[src/rtl/mem_lsu.sv]
// Load/store initiator for the word-wide big-endian RAM: one CPU byte/half/word access
// becomes a RAM read, write, or read-modify-write sequence.
`ifndef RAM_NOP
`define RAM_NOP   2'b00
`endif
`ifndef RAM_READ
`define RAM_READ  2'b01
`endif
`ifndef RAM_WRITE
`define RAM_WRITE 2'b10
`endif

module mem_lsu #(
  parameter int MEM_SIZE = 4096
) (
  input  logic        i_clk,
  input  logic        i_rst,
  input  logic        i_req,
  input  logic        i_we,
  input  logic [1:0]  i_size,
  input  logic        i_signed,
  input  logic [31:0] i_addr,
  input  logic [31:0] i_wdata,
  output logic        o_busy,
  output logic        o_done,
  output logic        o_err,
  output logic [31:0] o_rdata,
  output logic [1:0]  o_ram_action,
  output logic [31:0] o_ram_addr,
  output logic [31:0] o_ram_val,
  input  logic [31:0] i_ram_val
);
  localparam logic [31:0] LAST = 32'(MEM_SIZE - 4);

  typedef enum logic [1:0] {IDLE, RD, WR, DONE} state_t;

  state_t      state, state_nxt;
  logic        we, sgn, err, bad;
  logic [1:0]  size;
  logic [31:0] addr, wdata, rd, load_val, merge_val;

  // the whole 4-byte window must be inside RAM, even for byte accesses
  assign bad = (i_size == 2'b11) || (i_addr > LAST);

  always_comb begin
    state_nxt = state;
    case (state)
      IDLE: if (i_req) begin
        if (bad)                          state_nxt = DONE;
        else if (!i_we || i_size != 2'b10) state_nxt = RD;
        else                              state_nxt = WR;
      end
      RD:      state_nxt = we ? WR : DONE;
      WR:      state_nxt = DONE;
      default: state_nxt = IDLE;
    endcase
  end

  always_comb begin
    load_val = i_ram_val;
    case (size)
      2'b00:   load_val = sgn ? {{24{i_ram_val[31]}}, i_ram_val[31:24]}
                              : {24'd0, i_ram_val[31:24]};
      2'b01:   load_val = sgn ? {{16{i_ram_val[31]}}, i_ram_val[31:16]}
                              : {16'd0, i_ram_val[31:16]};
      default: load_val = i_ram_val;
    endcase
  end

  always_comb begin
    merge_val = wdata;
    case (size)
      2'b00:   merge_val = {wdata[7:0], rd[23:0]};
      2'b01:   merge_val = {wdata[15:0], rd[15:0]};
      default: merge_val = wdata;
    endcase
  end

  always_ff @(posedge i_clk) begin
    if (i_rst) begin
      state   <= IDLE;
      we      <= 1'b0;
      sgn     <= 1'b0;
      err     <= 1'b0;
      size    <= 2'b00;
      addr    <= '0;
      wdata   <= '0;
      rd      <= '0;
      o_rdata <= '0;
    end else begin
      state <= state_nxt;
      if (state == IDLE && i_req) begin
        we    <= i_we;
        sgn   <= i_signed;
        size  <= i_size;
        addr  <= i_addr;
        wdata <= i_wdata;
        err   <= bad;
      end
      if (state == RD) begin
        rd <= i_ram_val;
        if (!we) o_rdata <= load_val;
      end
    end
  end

  assign o_busy     = (state != IDLE);
  assign o_done     = (state == DONE);
  assign o_err      = (state == DONE) && err;
  assign o_ram_addr = addr;
  assign o_ram_val  = (state == WR) ? merge_val : 32'd0;

  // gated by reset so a reset landing in WR never commits the write
  always_comb begin
    o_ram_action = `RAM_NOP;
    if (!i_rst) begin
      if (state == RD)      o_ram_action = `RAM_READ;
      else if (state == WR) o_ram_action = `RAM_WRITE;
    end
  end
endmodule

[config.mk]
export PLATFORM = sky130hd
export DESIGN_NAME = mem_lsu
export DESIGN_NICKNAME = d
export VERILOG_FILES = /design/src/rtl/mem_lsu.sv
export SDC_FILE = /design/constraint.sdc
export NUM_CORES = 1
export LEC_CHECK = 0
export CAP_MARGIN = 20
export CORE_ASPECT_RATIO = 1.1
export CORE_MARGIN = 2
export CORE_UTILIZATION = 41
export DETAILED_ROUTE_END_ITERATION = 8
export PLACE_DENSITY = 0.77
export SETUP_SLACK_MARGIN = 0.4
export SYNTH_ARGS = -nofsm -noshare
export SYNTH_HDL_FRONTEND = slang
export SYNTH_SLANG_ARGS = --single-unit
[constraint.sdc]
create_clock -name i_clk -period 1.5 [get_ports i_clk]
set_input_delay 0.15 -clock i_clk [delete_from_list [all_inputs] [get_ports i_clk]]
set_output_delay 0.15 -clock i_clk [all_outputs]
set_load 0.01 [all_outputs]
==> impl_results.rst <==
.. list-table::
   :header-rows: 1

   * - Metric
     - Value
   * - First DRT Iteration DRCs
     - around 650
   * - Worst-case clock buffer depth
     - 2
   * - Mean cell area of the mapped netlist
     - between 8 and 9 sq um
   * - Basic-gate share of the synthesized area counting and, or, nand and nor cells
     - 0.224
   * - Synthesized instance count
     - 700
   * - Clock skew after layout
     - 0.0102 ns
   * - Number of antenna violations at the first check in global routing
     - 0
   * - Overflow left after global routing
     - 0
   * - Number of rows created at floorplan
     - 44
   * - Post-detail-place hpwl
     - 13500 um
   * - Worst hold-check slack
     - about 0.042 ns
   * - Most frequent cells in the layout
     - sky130_fd_sc_hd__nand2_1 (112), sky130_fd_sc_hd__dfxtp_1 (112), sky130_fd_sc_hd__clkdlybuf4s50_1 (93)
   * - Net total in the final layout
     - ~1100
   * - Register clock-pin slew on the reported worst setup and hold paths
     - ~0.06 ns
   * - Worst stage delay on the critical path
     - between 0.5 and 0.6 ns
   * - Placed Area
     - between 8000 and 9000 sq um
   * - Count of final max-slew check failures
     - 0
   * - Die Y
     - roughly 130 um
   * - Critical path depth
     - 7
   * - DRC violation count after routing
     - 0
   * - PortBufs
     - 203
   * - Avg WL per Cell
     - between 20 and 30 um
   * - Worst endpoint required time
     - 1.85 ns
   * - Number of register bits inferred by synthesis
     - roughly 130
   * - Hold Violations, Final
     - 0
   * - Time the worst path needs with I/O delays and setup
     - between 1.5 and 2 ns
   * - Cells along the critical path
     - buf_6 > buf_12 > buf_4 > mux2i_1 > o21ai_0 > nand2_4 > a21oi_2
   * - Count of cells along the worst register-to-register path
     - 7
   * - # diodes
     - 0
   * - Crit start category
     - register
   * - Critical path fanouts, max
     - 6
   * - Global placer's final weighted congestion
     - approximately 0.87
   * - Largest net degree at the start of global routing
     - between 50 and 60
   * - Post-synth cell types
     - 29
   * - TritonCTS clock tree
     - yes
   * - Critical path class
     - register to register
   * - Share of cells above drive strength 1
     - 0.563
   * - Fraction of the mapped netlist area in compound gates
     - 0.152
   * - Combinational family with the most area after synthesis
     - simple AND/OR/NAND/NOR gates
   * - Reported max-cap violation count
     - 0
   * - Final Routed Wirelength
     - between 30000 and 40000 um
   * - Global-route usage over all layers
     - 0.349
   * - Headroom to the max-slew limit
     - 0.380
   * - Setup violators final
     - between 100 and 150
   * - Result of the run
     - finished with violations
   * - Count of fill cells added during filler insertion
     - between 400 and 500
   * - Die Span X
     - around 120 um
   * - Vias in the first global route
     - approximately 6900
   * - Area of the core
     - around 13000 sq um
   * - Part of the Yosys area used for sequential elements
     - 0.453
   * - Worst path arrival time
     - around 2.3 ns
   * - Pwr Density
     - ~1700 nW/um^2
   * - Worst hold path cell count
     - 3
   * - Synthesis-to-layout area growth
     - 110%
   * - Layout Cells excl Fill
     - between 1000 and 1500
   * - Cell at the root of the clock tree
     - sky130_fd_sc_hd__clkbuf_16
   * - HP Class
     - input port to register
   * - Setup slack after layout
     - -0.404 ns
   * - Area of the mapped netlist
     - around 5600 sq um
   * - Transition time of the tightest slew-check pin
     - 0.930 ns
   * - Synth Area in Adders
     - 0.0111
   * - Maximum resistive drop on vdd
     - 0.00126 V
   * - Share of synthesized area spent on multiplexers
     - 0.114
   * - Critical path endpoint category
     - register
   * - Buffering stage count on the worst path with inverters included
     - 3
   * - Highest clock frequency the design can meet
     - between 0.5 and 0.6 GHz
   * - Final worst path period share
     - 1.27
   * - CTS HTree Levels
     - 4
   * - Effective utilization at floorplan
     - 0.423
   * - Failing checks
     - negative setup slack
   * - Synth Warn #
     - 0
   * - Insertion delay to the later sink of the worst-skew pair
     - 0.44 ns
   * - Num Clock Sinks
     - between 100 and 150
   * - Num ports
     - approximately 200
   * - Vias per Instance
     - approximately 6.2
   * - Setup repair after global routing missed its margin
     - true
   * - Wire length of the first global-routing pass
     - ~39000 um
   * - Pre-Repair DR Iteration Count
     - 5
   * - Placed Cells
     - roughly 1100
   * - Leak
     - between 4 and 5 nW
   * - Total CTS buffers
     - 17
   * - Xor/xnor cell area share of the yosys netlist
     - 0
   * - Syn Nets
     - 808
   * - Worst path slowest cell
     - sky130_fd_sc_hd__o21ai_0
   * - DR vias
     - 7454
   * - Cell type group with the largest total delay on the critical path
     - compound AO/OA/AOI/OAI gates
   * - Final instance area
     - approximately 12000 sq um
   * - Final ANT Viol Nets
     - 0
   * - Total Die Area
     - between 10000 and 15000 sq um
worst paths after layout:
kind	from	to	slack [ns]
min reg2reg	o_ram_addr[11]$_SDFFE_PP0P_	o_ram_addr[11]$_SDFFE_PP0P_	0.46
max reg2reg	size[0]$_SDFFE_PP0P_	o_rdata[1]$_SDFFE_PP0P_	-0.40
min	i_addr[26]	o_ram_addr[26]$_SDFFE_PP0P_	0.04
max	size[0]$_SDFFE_PP0P_	o_rdata[1]$_SDFFE_PP0P_	-0.40
timing repair:
item	4_1_cts	5_1_grt
hold buffers	0	0
resized for setup	645	253
setup buffers	39	12
gates cloned	22	8
pin swaps	68	96
endpoints found under the setup margin	228	174
state kept, by name, indices dropped and copies added, names as in the netlist, 2 cells and up:
name        count
o_ram_addr     32
o_rdata        32
rd             24
size            2
state           2
wdata          32
worst reg2reg max path, stage by stage (launching register included):
cell                      delay (ns)
sky130_fd_sc_hd__dfxtp_4        0.38
sky130_fd_sc_hd__buf_6          0.14
sky130_fd_sc_hd__buf_12         0.13
sky130_fd_sc_hd__buf_4          0.15
sky130_fd_sc_hd__mux2i_1        0.14
sky130_fd_sc_hd__o21ai_0        0.60
sky130_fd_sc_hd__nand2_4        0.11
sky130_fd_sc_hd__a21oi_2        0.17
stage by stage:
stage	utilization	setup WS [ns]	total power [mW]	setup TNS, ns
6_report	0.887	-0.404	20.3	-19.73
5_1_grt	0.887	-0.418	20.6	-24.05
4_1_cts	0.799	-0.202	17.6	-9.41
3_5_place_dp	0.628	-0.311	9.77	-7.22
3_3_place_gp	0.628	-0.335	9.68	-5.68
2_1_floorplan	-	0.102	7.40	0
cells in the mapped netlist, drive strengths merged:
| cell type | instances | area, sq um |
|---|---|---|
| nand2 | 197 | 739 |
| dfxtp | 127 | 2540 |
| a21oi | 79 | 395 |
| mux2i | 64 | 641 |
| nor2 | 50 | 188 |
| buf | 30 | 150 |
| o21ai | 28 | 140 |
| clkbuf | 24 | 90.1 |
| a211oi | 23 | 173 |
| nor2b | 21 | 131 |
| and2 | 18 | 113 |
| a22oi | 7 | 52.6 |
| ha | 5 | 62.6 |
| nor4 | 5 | 31.3 |
| inv | 4 | 15.0 |
| o211ai | 4 | 30.0 |
| nand4 | 3 | 18.8 |
| a31oi | 2 | 12.5 |
| nor3 | 2 | 10.0 |
| a2111oi | 1 | 27.5 |
| a21o | 1 | 7.51 |
| nand2b | 1 | 6.26 |
| nor3b | 1 | 7.51 |
| o21a | 1 | 7.51 |
| o41ai | 1 | 8.76 |
| or4 | 1 | 11.3 |
kinds of logic (layout without fill, tap and decap cells):
kind of cell,after synthesis,in the layout
flip-flops,127,127
AO/OA/AOI/OAI,147,147
buffers and inverters,58,376
adder cells (fa/ha/maj),5,5
multiplexers,64,64
AND/OR/NAND/NOR,299,300
routing by layer:
metal,wire [um],GRT usage,vias to the layer above,share of wire
met3,3260,0.0970,240,0.10
met5,0,0,-,0
li1,-,-,2998,-
met4,3070,0.210,0,0.094
met1,11300,0.389,3571,0.34
met2,15100,0.587,645,0.46
report_power, final:
part           leakage (nW)  internal (mW)  total (mW)  switching, mW
clock                 0.343           3.27        4.90           1.63
combinational          3.40           5.43        10.5           5.09
sequential             1.05           4.12        4.84          0.719
layout make-up:
type,count,area [sq um],share of cell area
Inverter,4,22.5,0.00191
Timing Repair Buffer,340,3830,0.325
Multi-Input combinational cell,516,4420,0.376
Sequential cell,127,2570,0.219
Clock inverter,8,173,0.0147
Tap cell,184,230,0.0196
Clock buffer,24,522,0.0443
Note: power is estimated with default switching activity, not from simulation.
